### src/rtl/pc_fetch_ctrl.sv
// Fetch sequencer for an external, reset-less PC: boots it to RESET_VEC, issues one
// imem request per PC value, buffers one branch redirect and flushes the wrong-path fetch.
//
// state  | meaning
// IDLE   | out of reset, waiting for start
// BOOT   | load RESET_VEC into the PC
// REQ    | issue the imem request, clear the wait counter
// WAIT   | hold the request until imem_ready or timeout
// ADV    | update the PC (increment, pending redirect or bypassed branch)
// HALTED | stopped, start resumes at the current PC
// ERR    | memory timeout, sticky until rst
module pc_fetch_ctrl #(
  parameter int                ADDR_W    = 12,
  parameter logic [ADDR_W-1:0] RESET_VEC = '0,
  parameter int                MAX_WAIT  = 15
) (
  input  logic              clk,
  input  logic              rst,
  input  logic              start,
  input  logic              halt,
  input  logic              stall,
  input  logic              br_valid,
  input  logic [ADDR_W-1:0] br_target,
  output logic              br_ack,
  output logic              imem_req,
  input  logic              imem_ready,
  output logic              instr_valid,
  output logic              flush,
  output logic              pc_en,
  output logic              pc_sel,
  output logic [ADDR_W-1:0] pc_target,
  output logic              fetch_err,
  output logic [2:0]        state_o
);

  localparam int CNT_W = $clog2(MAX_WAIT + 1);

  typedef enum logic [2:0] {
    IDLE   = 3'd0,
    BOOT   = 3'd1,
    REQ    = 3'd2,
    WAIT   = 3'd3,
    ADV    = 3'd4,
    HALTED = 3'd5,
    ERR    = 3'd6
  } state_t;

  state_t            state, state_nxt;
  logic              pend_valid, pend_valid_nxt;
  logic [ADDR_W-1:0] pend_target, pend_target_nxt;
  logic [ADDR_W-1:0] tgt_q;
  logic [CNT_W-1:0]  wait_cnt, wait_cnt_nxt;

  assign state_o = state;

  always_ff @(posedge clk or posedge rst) begin
    if (rst) begin
      state       <= IDLE;
      pend_valid  <= 1'b0;
      pend_target <= RESET_VEC;
      wait_cnt    <= '0;
      tgt_q       <= RESET_VEC;
    end else begin
      state       <= state_nxt;
      pend_valid  <= pend_valid_nxt;
      pend_target <= pend_target_nxt;
      wait_cnt    <= wait_cnt_nxt;
      tgt_q       <= pc_target;
    end
  end

  always_comb begin
    state_nxt       = state;
    pend_valid_nxt  = pend_valid;
    pend_target_nxt = pend_target;
    wait_cnt_nxt    = wait_cnt;
    imem_req        = 1'b0;
    instr_valid     = 1'b0;
    flush           = 1'b0;
    pc_en           = 1'b0;
    pc_sel          = 1'b0;
    pc_target       = tgt_q;
    fetch_err       = 1'b0;

    br_ack = br_valid && !pend_valid &&
             ((state == REQ) || (state == WAIT) || (state == ADV));

    // An unstalled ADV consumes the branch directly; every other ack is buffered.
    if (br_ack && !((state == ADV) && !stall)) begin
      pend_valid_nxt  = 1'b1;
      pend_target_nxt = br_target;
    end

    case (state)
      IDLE: begin
        if (start) state_nxt = BOOT;
      end
      BOOT: begin
        pc_en     = 1'b1;
        pc_sel    = 1'b1;
        pc_target = RESET_VEC;
        state_nxt = REQ;
      end
      REQ: begin
        imem_req     = 1'b1;
        wait_cnt_nxt = '0;
        state_nxt    = WAIT;
      end
      WAIT: begin
        imem_req = 1'b1;
        if (imem_ready) begin
          if (pend_valid || br_ack) flush = 1'b1;
          else                      instr_valid = 1'b1;
          state_nxt = ADV;
        end else if (wait_cnt == CNT_W'(MAX_WAIT)) begin
          state_nxt = ERR;
        end else begin
          wait_cnt_nxt = wait_cnt + 1'b1;
        end
      end
      ADV: begin
        if (!stall) begin
          pc_en = 1'b1;
          if (pend_valid) begin
            pc_sel         = 1'b1;
            pc_target      = pend_target;
            pend_valid_nxt = 1'b0;
          end else if (br_valid) begin
            pc_sel    = 1'b1;
            pc_target = br_target;
          end
          state_nxt = halt ? HALTED : REQ;
        end
      end
      HALTED: begin
        if (start) state_nxt = REQ;
      end
      ERR: begin
        fetch_err = 1'b1;
      end
      default: state_nxt = IDLE;
    endcase
  end

endmodule

### config.mk
export PLATFORM = sky130hd
export DESIGN_NAME = pc_fetch_ctrl
export DESIGN_NICKNAME = d
export VERILOG_FILES = /design/src/rtl/pc_fetch_ctrl.sv
export SDC_FILE = /design/constraint.sdc
export NUM_CORES = 1
export LEC_CHECK = 0
export CAP_MARGIN = 20
export CORE_MARGIN = 1.5
export CORE_UTILIZATION = 59
export CTS_BUF_LIST = sky130_fd_sc_hd__clkbuf_4
export CTS_CLUSTER_SIZE = 25
export DETAILED_ROUTE_END_ITERATION = 8
export DONT_BUFFER_PORTS = 1
export GPL_TIMING_DRIVEN = 0
export PLACE_DENSITY = 0.78
export SYNTH_ARGS = -nofsm -noshare
export SYNTH_HDL_FRONTEND = slang
export SYNTH_SLANG_ARGS = --single-unit
### constraint.sdc
create_clock -name clk -period 1.4 [get_ports clk]
set_input_delay 0 -clock clk [delete_from_list [all_inputs] [get_ports clk]]
set_output_delay 0 -clock clk [all_outputs]
set_load 0.02 [all_outputs]
==> summary.txt, run 1 <==
Clocking
  • CTS Sinks: 32
  • Number of CTS-inserted buffers: 5
  • H-tree level count: 2
  • Max Root-Sink Buffers: 2
  • Hold Buf Count CTS: 18
  • Buffer count from post-CTS setup fixing: 17
  • Root buffer cell: clkbuf_4
  • PostCTS Resize Cnt: 82

Synth
  • Top cells by area, synth: dfrtp_1, mux2_2, a22oi_1
  • Net Count, Synth: 174
  • Yosys warning total: 0
  • Synth Register Bits: 32
  • Mean Syn Cell Area: 10.5 um2
  • Count of cell types in the netlist: 40
  • Post-synthesis sequential area ratio: 49.3%
  • Netlist Area Pre-Place: 1620 um2
  • Mapped Cells: 154
  • Top cell type's share of synthesized area: 49.3%
  • Area leader, netlist: dfrtp_1

Placed design
  • Pre-CTS WS: -0.454 ns
  • PortBufs: 0
  • Dpl cell area: 1800 um2
  • HPWL Detailed: 2600 um
  • GPL Wtd Cong: 0.825

Floorplan
  • Boundary Pins: 41
  • Die Y-Extent: 55.5 um
  • Initial Util: 63.8%
  • Die X-Extent: 55.5 um
  • # rows: 18

Run status
  • Stop err: [ERROR DPL-0038] Utilization greater than 100%, impossible to legalize
  • Failed at: clock tree synthesis
  • Status: aborted with a tool error
through the flow:
step                      instances  hold slack, ns  setup TNS (ns)
after global placement          184          0.0367          -11.35
after floorplan                 154          0.0349           -5.76
after detailed placement        185          -0.106          -11.59
cell usage after synthesis (all sizes together):
| cell type | n |
|---|---|
| nor2 | 5 |
| nand2b | 3 |
| o21a | 2 |
| nor3b | 1 |
| nand4b | 1 |
| o31ai | 1 |
| or3b | 2 |
| dfrtp | 32 |
| and2b | 1 |
| inv | 6 |
| or3 | 1 |
| nand4 | 2 |
| and2 | 2 |
| o22ai | 12 |
| a211o | 1 |
| nor2b | 2 |
| a22oi | 13 |
| or4bb | 1 |
| o221ai | 2 |
| a211oi | 1 |
| a31oi | 2 |
| clkbuf | 4 |
| a2bb2oi | 1 |
| a21oi | 7 |
| nor3 | 4 |
| and4bb | 1 |
| ha | 1 |
| a221o | 1 |
| o21ai | 4 |
| buf | 8 |
| mux2 | 12 |
| nand2 | 15 |
| nand3 | 1 |
| nor4bb | 2 |
kinds of logic after synthesis:
group                      Yosys count  synth area share (%)
adders and majority gates            1                 0.770
buffers and inverters               18                  5.70
AOI/OAI and AO/OA                   47                  19.6
muxes                               12                  8.32
DFF                                 32                  49.3
and+or+nand+nor                     44                  16.3
==> inputs of run 2 (changes only) <==
- CORE_UTILIZATION: 59 -> 40
- CTS_BUF_LIST: sky130_fd_sc_hd__clkbuf_4 -> not set
- CTS_CLUSTER_SIZE: 25 -> not set
- PLACE_DENSITY: 0.78 -> not set
- PLACE_DENSITY_LB_ADDON: not set -> 0.15
- clock period: 1.4 -> 1.8 ns (I/O delays scaled with it)
==> run 2 against run 1 <==
  * The flow now finishes, with violations (negative setup slack)
  * Area after synthesis stayed put
  * Synthesized cell count did not move
==> summary.txt, run 2 <==
Synth
  • Post-synth ARST share: 100%
  • Mean Syn Cell Area: 10.5 um2
  • Synth Register Bits: 32
  • Synth top cells by count: dfrtp_1, nand2_1, a22oi_1, mux2_2, o22ai_1
  • Top cells by area, synth: dfrtp_1, mux2_2, a22oi_1
  • Top cell type's share of synthesized area: 49.3%
  • Number of synthesized flops with an enable pin: 0
  • Area leader, netlist: dfrtp_1
  • Yosys warning total: 0
  • Top-count cell post-synth: dfrtp_1
  • Netlist Area Pre-Place: 1620 um2
  • Main synth FF type: dfrtp_1
  • Count of cell types in the netlist: 40
  • Post-synthesis sequential area ratio: 49.3%
  • Mapped Cells: 154
  • Net Count, Synth: 174

Global routing
  • Antenna violations before repair: 0
  • Vias in the first global route: 1524
  • GR Overflow Total: 0
  • Pin count of the biggest net entering global routing: 18
  • All-layer global routing usage: 22.5%
  • First-pass GRT wire length: 7400 um

Placed design
  • HPWL Detailed: 2770 um
  • GPL Wtd Cong: 0.754
  • PortBufs: 0
  • Pre-CTS WS: -0.256 ns

Drt
  • Vias/cell: 5.96
  • Total Routed Length: 4390 um
  • Wire per inst: 18.7 um
  • Iteration-0 DRC count of the detailed router: 67
  • DRC viols: 0
  • Final antenna-violating net count: 0
  • Vias post-DR: 1395
  • Drt pass-1 iters: 4

Final layout
  • Fillers: 311
  • Largest regs: pend_target: 12 flops, tgt_q: 12 flops, wait_cnt: 4 flops
  • Commonest non-fill, non-tap cell in the layout: dfrtp_1
  • Commonest cells after routing, fill and taps aside: dfrtp_1, dlygate4sd3_1, nand2_1
  • Area grow syn2layout: 40.6%
  • Fin util: 60.6%
  • Diode count: 0
  • Nets: 206
  • Fraction of layout cells with a size suffix above 1: 33.3%

Critical path
  • Arrival @ worst endpoint: 1.83 ns
  • Worst-path fanout max: 5
  • Reg-to-reg setup timing slack: 0.10 ns
  • Max incr delay on CP: 0.46 ns
  • RR Endpoint: state_o[0]$_DFFE_PP0P_
  • Kind of critical path: register to output pin
  • Worst path cell trace: buf_6 -> or3b_4 -> nor3_4 -> buf_6 -> buf_16 -> o22ai_4
  • Crit-path slowest cell: dfrtp_2
  • Crit end category: output pin
  • Most used cell, CP: buf_6
  • Crit. Startpoint: state_o[0]$_DFFE_PP0P_
  • CP required: 1.80 ns
  • R2r startpoint: state_o[0]$_DFFE_PP0P_
  • Startpoint types: register
  • Reg2reg path depth: 6

Pwr
  • Leak Pwr: 0.923 nW
  • Pwr/cell area: 1620 nW/um2
  • Max IR drop VDD: 658 uV
  • Power share of the clock group: 15.8%
  • Pwr Total: 3.71 mW
  • Seq pwr share: 33.5%
  • P_sw: 1.56 mW
  • Int Pwr: 2.15 mW
  • Switching share of power: 42.0%
  • Power share of the combinational group: 50.8%

Min path
  • Worst hold path class: primary input to register
  • Hold path cells: 3
  • Worst hold path startpoint: start
  • Worst Hold End: state_o[2]$_DFFE_PP0P_

Timing
  • Final setup viols: 10
  • Slew Limit Fails: 0
  • Final Hold Fails: 0
  • Peak Freq: 0.547 GHz
  • Setup WS post-layout: -0.0296 ns
  • Tcrit/Tclk final: 102%
  • Unrepaired setup endpoints after global routing: yes
  • Worst hold margin: 0.00928 ns
  • Worst Clk Skew: 0.00690 ns
  • Worst Max-Slew Pin Slew: 0.749 ns
  • Slew headroom: 50.0%
  • Post-route minimum period: 1.83 ns

Clocking
  • Worst-path clk slew: 0.06 ns
  • CTS tree: yes
  • Max Root-Sink Buffers: 2
  • CTS Sinks: 32
  • Number of CTS-inserted buffers: 5
  • Clk_lat worst skew: 0.28 ns
  • H-tree level count: 2
  • Root buffer cell: clkbuf_8

Floorplan
  • Die ar.: 4450 um2
  • Core Area: 3770 um2
  • Boundary Pins: 41
  • Initial Util: 43.1%
  • # rows: 22
  • Die X-Extent: 66.7 um
  • Die Y-Extent: 66.7 um

Run status
  • Violated checks: negative setup slack
  • Status: complete, but fails checks

Run
  • Max-Cap Viols: 0
## run 2: worst max-delay path by stage
stage                                     to  depth (start not counted)  slack, ns
final                           pc_target[9]                          6      -0.03
after floorplan           tgt_q[0]$_DFF_PP0_                          5       0.04
after detailed placement  tgt_q[3]$_DFF_PP0_                          5      -0.26
after CTS                       pc_target[3]                          6       -0.1
after global placement    tgt_q[3]$_DFF_PP0_                          5      -0.22
after global routing            pc_target[3]                          6      -0.10
## run 2: final cells by class
class | count | area [um2] | area share, %
buffer | 11 | 101 | 4.44
clock buffer | 7 | 96.3 | 4.22
inverter | 6 | 22.5 | 0.986
multi-input combinational | 104 | 915 | 40.1
sequential | 32 | 805 | 35.2
tap | 48 | 60.1 | 2.63
timing repair buffer | 26 | 284 | 12.4
## run 2: stage by stage
step	instance area, um2	TNS, ns	instances
finish	2280	-0.250	234
global route	2280	-1.06	234
CTS	2280	-0.929	235
detailed placement	1710	-2.69	203
global placement	1680	-2.07	202
floorplan	1620	0	154
## run 2: power by group through the flow
stage / Combinational [mW] / Sequential (mW) / Clock (mW)
after CTS: 1.86 / 1.23 / 0.596
after global placement: 1.35 / 1.22 / 0
after global routing: 2.04 / 1.28 / 0.635
final: 1.88 / 1.24 / 0.586
after floorplan: 1.16 / 1.19 / 0
after detailed placement: 1.41 / 1.23 / 0
## run 2: cells by family (layout without fill, tap and decap cells)
group	Yosys count	count (layout)	share of synthesized area, %
AND/OR/NAND/NOR	44	44	16.3
buffers and inverters	18	50	5.70
flip-flops	32	32	49.3
AO/OA/AOI/OAI	47	47	19.6
multiplexers	12	12	8.32
adder cells (fa/ha/maj)	1	1	0.770
## run 2: worst max-delay path, delay by kind of cell (launching register included)
family | cells | cell delay (ns)
AO/OA/AOI/OAI | 1 | 0.10
buffers and inverters | 3 | 0.42
flip-flops | 1 | 0.46
AND/OR/NAND/NOR | 2 | 0.55
## run 2: repair_timing
action / in CTS / in global routing
gates cloned: 1 / 0
pin swaps: 4 / 3
gates resized for setup: 43 / 4
endpoints found under the hold margin: 32 / 0
hold buffers: 18 / 0
setup endpoints to repair: 27 / 36
setup buffers: 6 / 0
## run 2: routing by layer
metal  GRT usage (%)  share of wire (%)  vias up
met5               0                  0        -
met4            6.89                1.2        0
met3            4.90                5.5        7
met2            40.4                 51       50
met1            26.6                 42      701
li1                -                  -      637
Power figures use the tool's default switching activity.
==> inputs of run 3 (changes only) <==
- CORE_AREA: not set -> 2 2 63 65
- CORE_MARGIN: 1.5 -> not set
- CORE_UTILIZATION: 40 -> not set
- DIE_AREA: not set -> 0 0 65 67
==> run 3 against run 2 <==
  * The flow still finishes with violations (negative setup slack)
  * Core utilization up 3.4 points
  * Fmax down 1.2%
  * Global-route usage up 0.30 points
  * First-iteration DRC count up 28%
  * Combinational power about the same
  * Total power up 2.2%
  * Hold slack better by 0.0073 ns
  * Sequential power about the same
  * Non-clock buffer count unchanged
  * Setup slack worse by 0.023 ns
  * Wire length down 1.1%
  * Largest cell class unchanged
  * Highest routed layer unchanged
==> summary.txt, run 3 (synthesis results as in run 2) <==
Critical path
  • R2r startpoint: state_o[0]$_DFFE_PP0P_
  • Arrival @ worst endpoint: 1.85 ns
  • Max incr delay on CP: 0.47 ns
  • Crit end category: output pin
  • Reg-to-reg setup timing slack: 0.09 ns
  • Reg2reg path depth: 6
  • RR Endpoint: tgt_q[6]$_DFF_PP0_
  • Critical path's top delay family: simple AND/OR/NAND/NOR gates
  • Startpoint types: register
  • Crit. Startpoint: state_o[0]$_DFFE_PP0P_
  • Most used cell, CP: buf_6
  • Crit path buf inv count: 3
  • Crit-path slowest cell: dfrtp_2
  • Worst-path fanout max: 5
  • CP required: 1.80 ns
  • Kind of critical path: register to output pin
  • Worst path cell trace: buf_6 -> or3b_4 -> nor3_4 -> buf_6 -> buf_12 -> o22ai_4

Final layout
  • Fraction of layout cells with a size suffix above 1: 34.8%
  • Final Cell Area: 2310 um2
  • Nets: 206
  • Multi-input logic area: 928 um2
  • Fillers: 277
  • Storage cell area: 805 um2
  • Final Non-Filler Cells: 235
  • Commonest cells after routing, fill and taps aside: dfrtp_1, dlygate4sd3_1, a22oi_1, nand2_1
  • Largest regs: pend_target: 12 flops, tgt_q: 12 flops, wait_cnt: 4 flops
  • Commonest non-fill, non-tap cell in the layout: dfrtp_1
  • Diode count: 0
  • Area grow syn2layout: 42.1%

Placed design
  • Cells after DPL: 203
  • GPL Wtd Cong: 0.775
  • HPWL Detailed: 2810 um
  • Dpl cell area: 1710 um2
  • PortBufs: 0

Min path
  • Worst hold path startpoint: start
  • Worst hold path class: primary input to register
  • Worst Hold End: state_o[2]$_DFFE_PP0P_
  • Hold path cells: 3

Drt
  • Iteration-0 DRC count of the detailed router: 86
  • Drt pass-1 iters: 4
  • Total Routed Length: 4340 um
  • Vias post-DR: 1363
  • DRC viols: 0
  • Final antenna-violating net count: 0
  • Vias/cell: 5.80
  • Wire per inst: 18.5 um

Pwr
  • Pwr Total: 3.79 mW
  • Leak Pwr: 0.931 nW
  • Pwr/cell area: 1640 nW/um2
  • Max IR drop VDD: 855 uV

Clocking
  • Root buffer cell: clkbuf_8
  • Clk_lat worst skew: 0.28 ns
  • CTS Sinks: 32
  • CTS tree: yes
  • Max Root-Sink Buffers: 2
  • Worst-path clk slew: 0.06 ns
  • Number of CTS-inserted buffers: 5
  • H-tree level count: 2

Timing
  • Worst Max-Slew Pin Slew: 0.568 ns
  • Tcrit/Tclk final: 103%
  • Setup Total Neg Slack: -0.241 ns
  • Setup WS post-layout: -0.0524 ns
  • Final Hold Fails: 0
  • Slew headroom: 61.9%
  • Worst hold margin: 0.0166 ns
  • Slew Limit Fails: 0
  • Unrepaired setup endpoints after global routing: yes
  • Final setup viols: 6
  • Post-route minimum period: 1.85 ns
  • Peak Freq: 0.540 GHz
  • Worst Clk Skew: 0.00290 ns

Run
  • Max-Cap Viols: 0

Floorplan
  • Die Y-Extent: 67 um
  • Core Area: 3610 um2
  • Die X-Extent: 65 um
  • Die ar.: 4360 um2
  • Initial Util: 45.0%
  • Boundary Pins: 41
  • # rows: 22

Run status
  • Status: complete, but fails checks
  • Violated checks: negative setup slack

Global routing
  • All-layer global routing usage: 22.8%
  • GR Overflow Total: 0
  • First-pass GRT wire length: 7410 um
  • Vias in the first global route: 1467
  • Antenna violations before repair: 0
  • Pin count of the biggest net entering global routing: 22
run 3: changes by cell type in the layout (fill, tap and decap cells not counted), moves of 2 or more:
cell,before,now
buf_6,3,5
clkbuf_8,8,5
nand2_1,15,13
nand2_2,0,2
run 3: how the worst max path moves through the flow:
stage,endpoint,cells past startpoint
floorplan,tgt_q[0]$_DFF_PP0_,5
detailed placement,tgt_q[11]$_DFF_PP0_,5
CTS,pc_target[6],6
global route,pc_target[6],6
finish,pc_target[6],6
global placement,tgt_q[11]$_DFF_PP0_,5
run 3: final cells by class:
class | count | share of cell area (%)
multi-input cells | 104 | 40.2
repair buffers | 26 | 11.6
clock inverters | 2 | 1.52
flip-flops and latches | 32 | 34.9
inverters | 6 | 0.976
plain buffers | 11 | 5.04
well taps | 48 | 2.60
clock buffers | 6 | 3.15
run 3: repair_timing:
action | 4_1_cts | 5_1_grt
setup endpoints to repair | 27 | 25
pin swaps | 4 | 3
hold buffers | 18 | 0
buffers inserted | 6 | 2
hold endpoints to repair | 27 | 0
gates resized for setup | 43 | 14
gates cloned | 1 | 0
run 3: worst register-to-register path: cells and delay by family (launching register included):
kind            cells  cell delay, ns
compound gates      1            0.11
flops               1            0.47
simple gates        2            0.59
buf+inv             3            0.41
run 3: where the power goes:
group	internal [mW]	total, mW	switching [mW]
sequential	1.03	1.25	0.216
combinational	0.755	1.88	1.12
clock	0.410	0.665	0.255
total	2.20	3.79	1.59
run 3: per-stage QoR:
step           worst slack [ns]  utilization, %
2_1_floorplan            0.0426               -
3_3_place_gp             -0.200            46.7
3_5_place_dp             -0.240            47.5
4_1_cts                  -0.122            63.7
5_1_grt                  -0.114            64.0
6_report                -0.0524            64.0
run 3: routing by layer:
metal	GRT usage, %	part of all wire [%]	up-vias
met5	0	0	-
met4	6.38	0.67	0
met3	6.25	5.1	2
met2	40.3	52	37
met1	27.0	42	689
li1	-	-	635
==> inputs of run 4 (changes only) <==
- BUFFER_PORTS_ARGS: not set -> -buffer_cell sky130_fd_sc_hd__buf_2
- DONT_BUFFER_PORTS: 1 -> not set
- PLACE_DENSITY: not set -> 0.7
- PLACE_DENSITY_LB_ADDON: 0.15 -> not set
==> run 4 against run 3 <==
  * The run still ends with negative setup slack left
  * Global-route usage shrank 1.9 points
  * Highest routed layer unchanged
  * Critical path type unchanged
  * Critical endpoint is now pc_target[2]
  * Setup slack better by 0.013 ns
  * Clock skew up 0.0069 ns
  * Register-to-register slack gained 0.05 ns
  * Non-clock buffer count up 36
  * Largest power group unchanged
==> summary.txt, run 4 (synthesis results as in run 2) <==
Run
  • Max-Cap Viols: 0

Drt
  • DRC viols: 0
  • Wire per inst: 16.2 um
  • Final antenna-violating net count: 0
  • Vias/cell: 5.69
  • Total Routed Length: 4400 um
  • Drt pass-1 iters: 4
  • Iteration-0 DRC count of the detailed router: 107
  • Vias post-DR: 1541

Placed design
  • PortBufs: 40
  • GPL Wtd Cong: 0.843
  • Dpl cell area: 1910 um2
  • HPWL Detailed: 2750 um

Critical path
  • Crit-path slowest cell: dfrtp_2
  • Crit path buf inv count: 2
  • Crit end category: output pin
  • Reg-to-reg setup timing slack: 0.14 ns
  • Worst-path fanout max: 5
  • Max incr delay on CP: 0.44 ns
  • Most used cell, CP: buf_6
  • Arrival @ worst endpoint: 1.84 ns
  • Kind of critical path: register to output pin
  • Worst path cell trace: or3b_4 -> nor3_4 -> buf_6 -> o22ai_4 -> buf_6
  • Startpoint types: register
  • CP required: 1.80 ns
  • Critical path's top delay family: simple AND/OR/NAND/NOR gates

Timing
  • Post-route minimum period: 1.84 ns
  • Setup WS post-layout: -0.0390 ns
  • Tcrit/Tclk final: 102%
  • Final setup viols: 10
  • Worst Clk Skew: 0.00983 ns
  • Unrepaired setup endpoints after global routing: yes
  • Worst Max-Slew Pin Slew: 0.579 ns
  • Peak Freq: 0.544 GHz
  • Final Hold Fails: 0
  • Worst hold margin: 0.0684 ns
  • Slew Limit Fails: 0
  • Slew headroom: 61.2%

Final layout
  • Largest regs: pend_target: 12 flops, tgt_q: 12 flops, wait_cnt: 4 flops
  • Commonest cells after routing, fill and taps aside: buf_2, dfrtp_1, buf_6
  • Diode count: 0
  • Fraction of layout cells with a size suffix above 1: 46.2%
  • Multi-input logic area: 906 um2
  • Final Cell Area: 2480 um2
  • Nets: 242
  • Area grow syn2layout: 52.9%
  • Storage cell area: 803 um2
  • Fillers: 261

Floorplan
  • Die X-Extent: 65 um
  • Core Area: 3610 um2
  • Boundary Pins: 41
  • # rows: 22
  • Die Y-Extent: 67 um
  • Die ar.: 4360 um2
  • Initial Util: 45.0%

Pwr
  • Pwr Total: 4.11 mW
  • Max IR drop VDD: 877 uV
  • Leak Pwr: 1.09 nW
  • Pwr/cell area: 1660 nW/um2

Clocking
  • Max Root-Sink Buffers: 2
  • CTS Sinks: 32
  • Root buffer cell: clkbuf_8
  • Number of CTS-inserted buffers: 5
  • Clk_lat worst skew: 0.29 ns
  • Worst-path clk slew: 0.06 ns
  • H-tree level count: 2
  • CTS tree: yes

Global routing
  • First-pass GRT wire length: 6940 um
  • GR Overflow Total: 0
  • Pin count of the biggest net entering global routing: 23
  • All-layer global routing usage: 20.9%
  • Antenna violations before repair: 0
  • Vias in the first global route: 1479

Run status
  • Violated checks: negative setup slack
  • Status: complete, but fails checks

Min path
  • Worst hold path class: primary input to register
run 4: changes by cell type in the layout (fill, tap and decap cells not counted), moves of 2 or more:
cell           before  now
buf_2               2   30
buf_6               5   17
dlygate4sd3_1      18   13
buf_4               7    9
nand2_1            13   11
nand2_2             2    4
nor2_1              3    5
run 4: tightest hold or removal path, stage by stage:
cell,delay [ns]
buf_2,0.12
a21oi_1,0.07
a21oi_1,0.11
run 4: cell type report:
cell class	instances	share of cell area, %
Multi-Input combinational cell	104	36.5
Tap cell	48	2.42
Sequential cell	32	32.4
Buffer	11	3.48
Clock inverter	2	1.41
Inverter	6	0.907
Timing Repair Buffer	62	20.0
Clock buffer	6	2.92
run 4: what timing repair did:
action,4_1_cts,5_1_grt
hold endpoints to repair,22,0
setup endpoints to repair,13,14
gates resized for setup,42,31
hold buffers,13,0
setup buffers,6,1
cloned,1,0
pin swaps,2,3
run 4: worst paths after layout:
path	depth (start not counted)	from	endpoint
hold reg to reg	1	pend_target[9]$_DFFE_PP0P_	pend_target[9]$_DFFE_PP0P_
setup reg to reg	5	state_o[0]$_DFFE_PP0P_	tgt_q[7]$_DFF_PP0_
setup / recovery	5	state_o[0]$_DFFE_PP0P_	pc_target[2]
hold / removal	3	br_valid	pend_valid$_DFF_PP0_
min in group asynchronous	3	rst	tgt_q[0]$_DFF_PP0_
max in group asynchronous	4	rst	state_o[0]$_DFFE_PP0P_
run 4: power by group:
group	total (mW)	switching [mW]	internal, mW
Clock	0.674	0.263	0.410
Sequential	1.22	0.186	1.03
Combinational	2.22	1.20	1.02
run 4: metal layers:
layer | routed length (um) | GRT usage [%]
met4 | 95 | 7.71
met5 | 0 | 0
met1 | 1790 | 27.0
met2 | 2270 | 34.5
met3 | 253 | 4.22
run 4: per-stage QoR:
stage / instances / worst slack, ns / TNS (ns) / utilization (%)
after detailed placement: 243 / 0.0373 / 0 / 53.0
after floorplan: 154 / 0.0426 / 0 / -
after CTS: 271 / -0.0817 / -0.925 / 65.4
after global placement: 242 / 0.0700 / 0 / 52.3
final: 271 / -0.0390 / -0.299 / 68.8
after global routing: 271 / -0.110 / -1.09 / 68.8
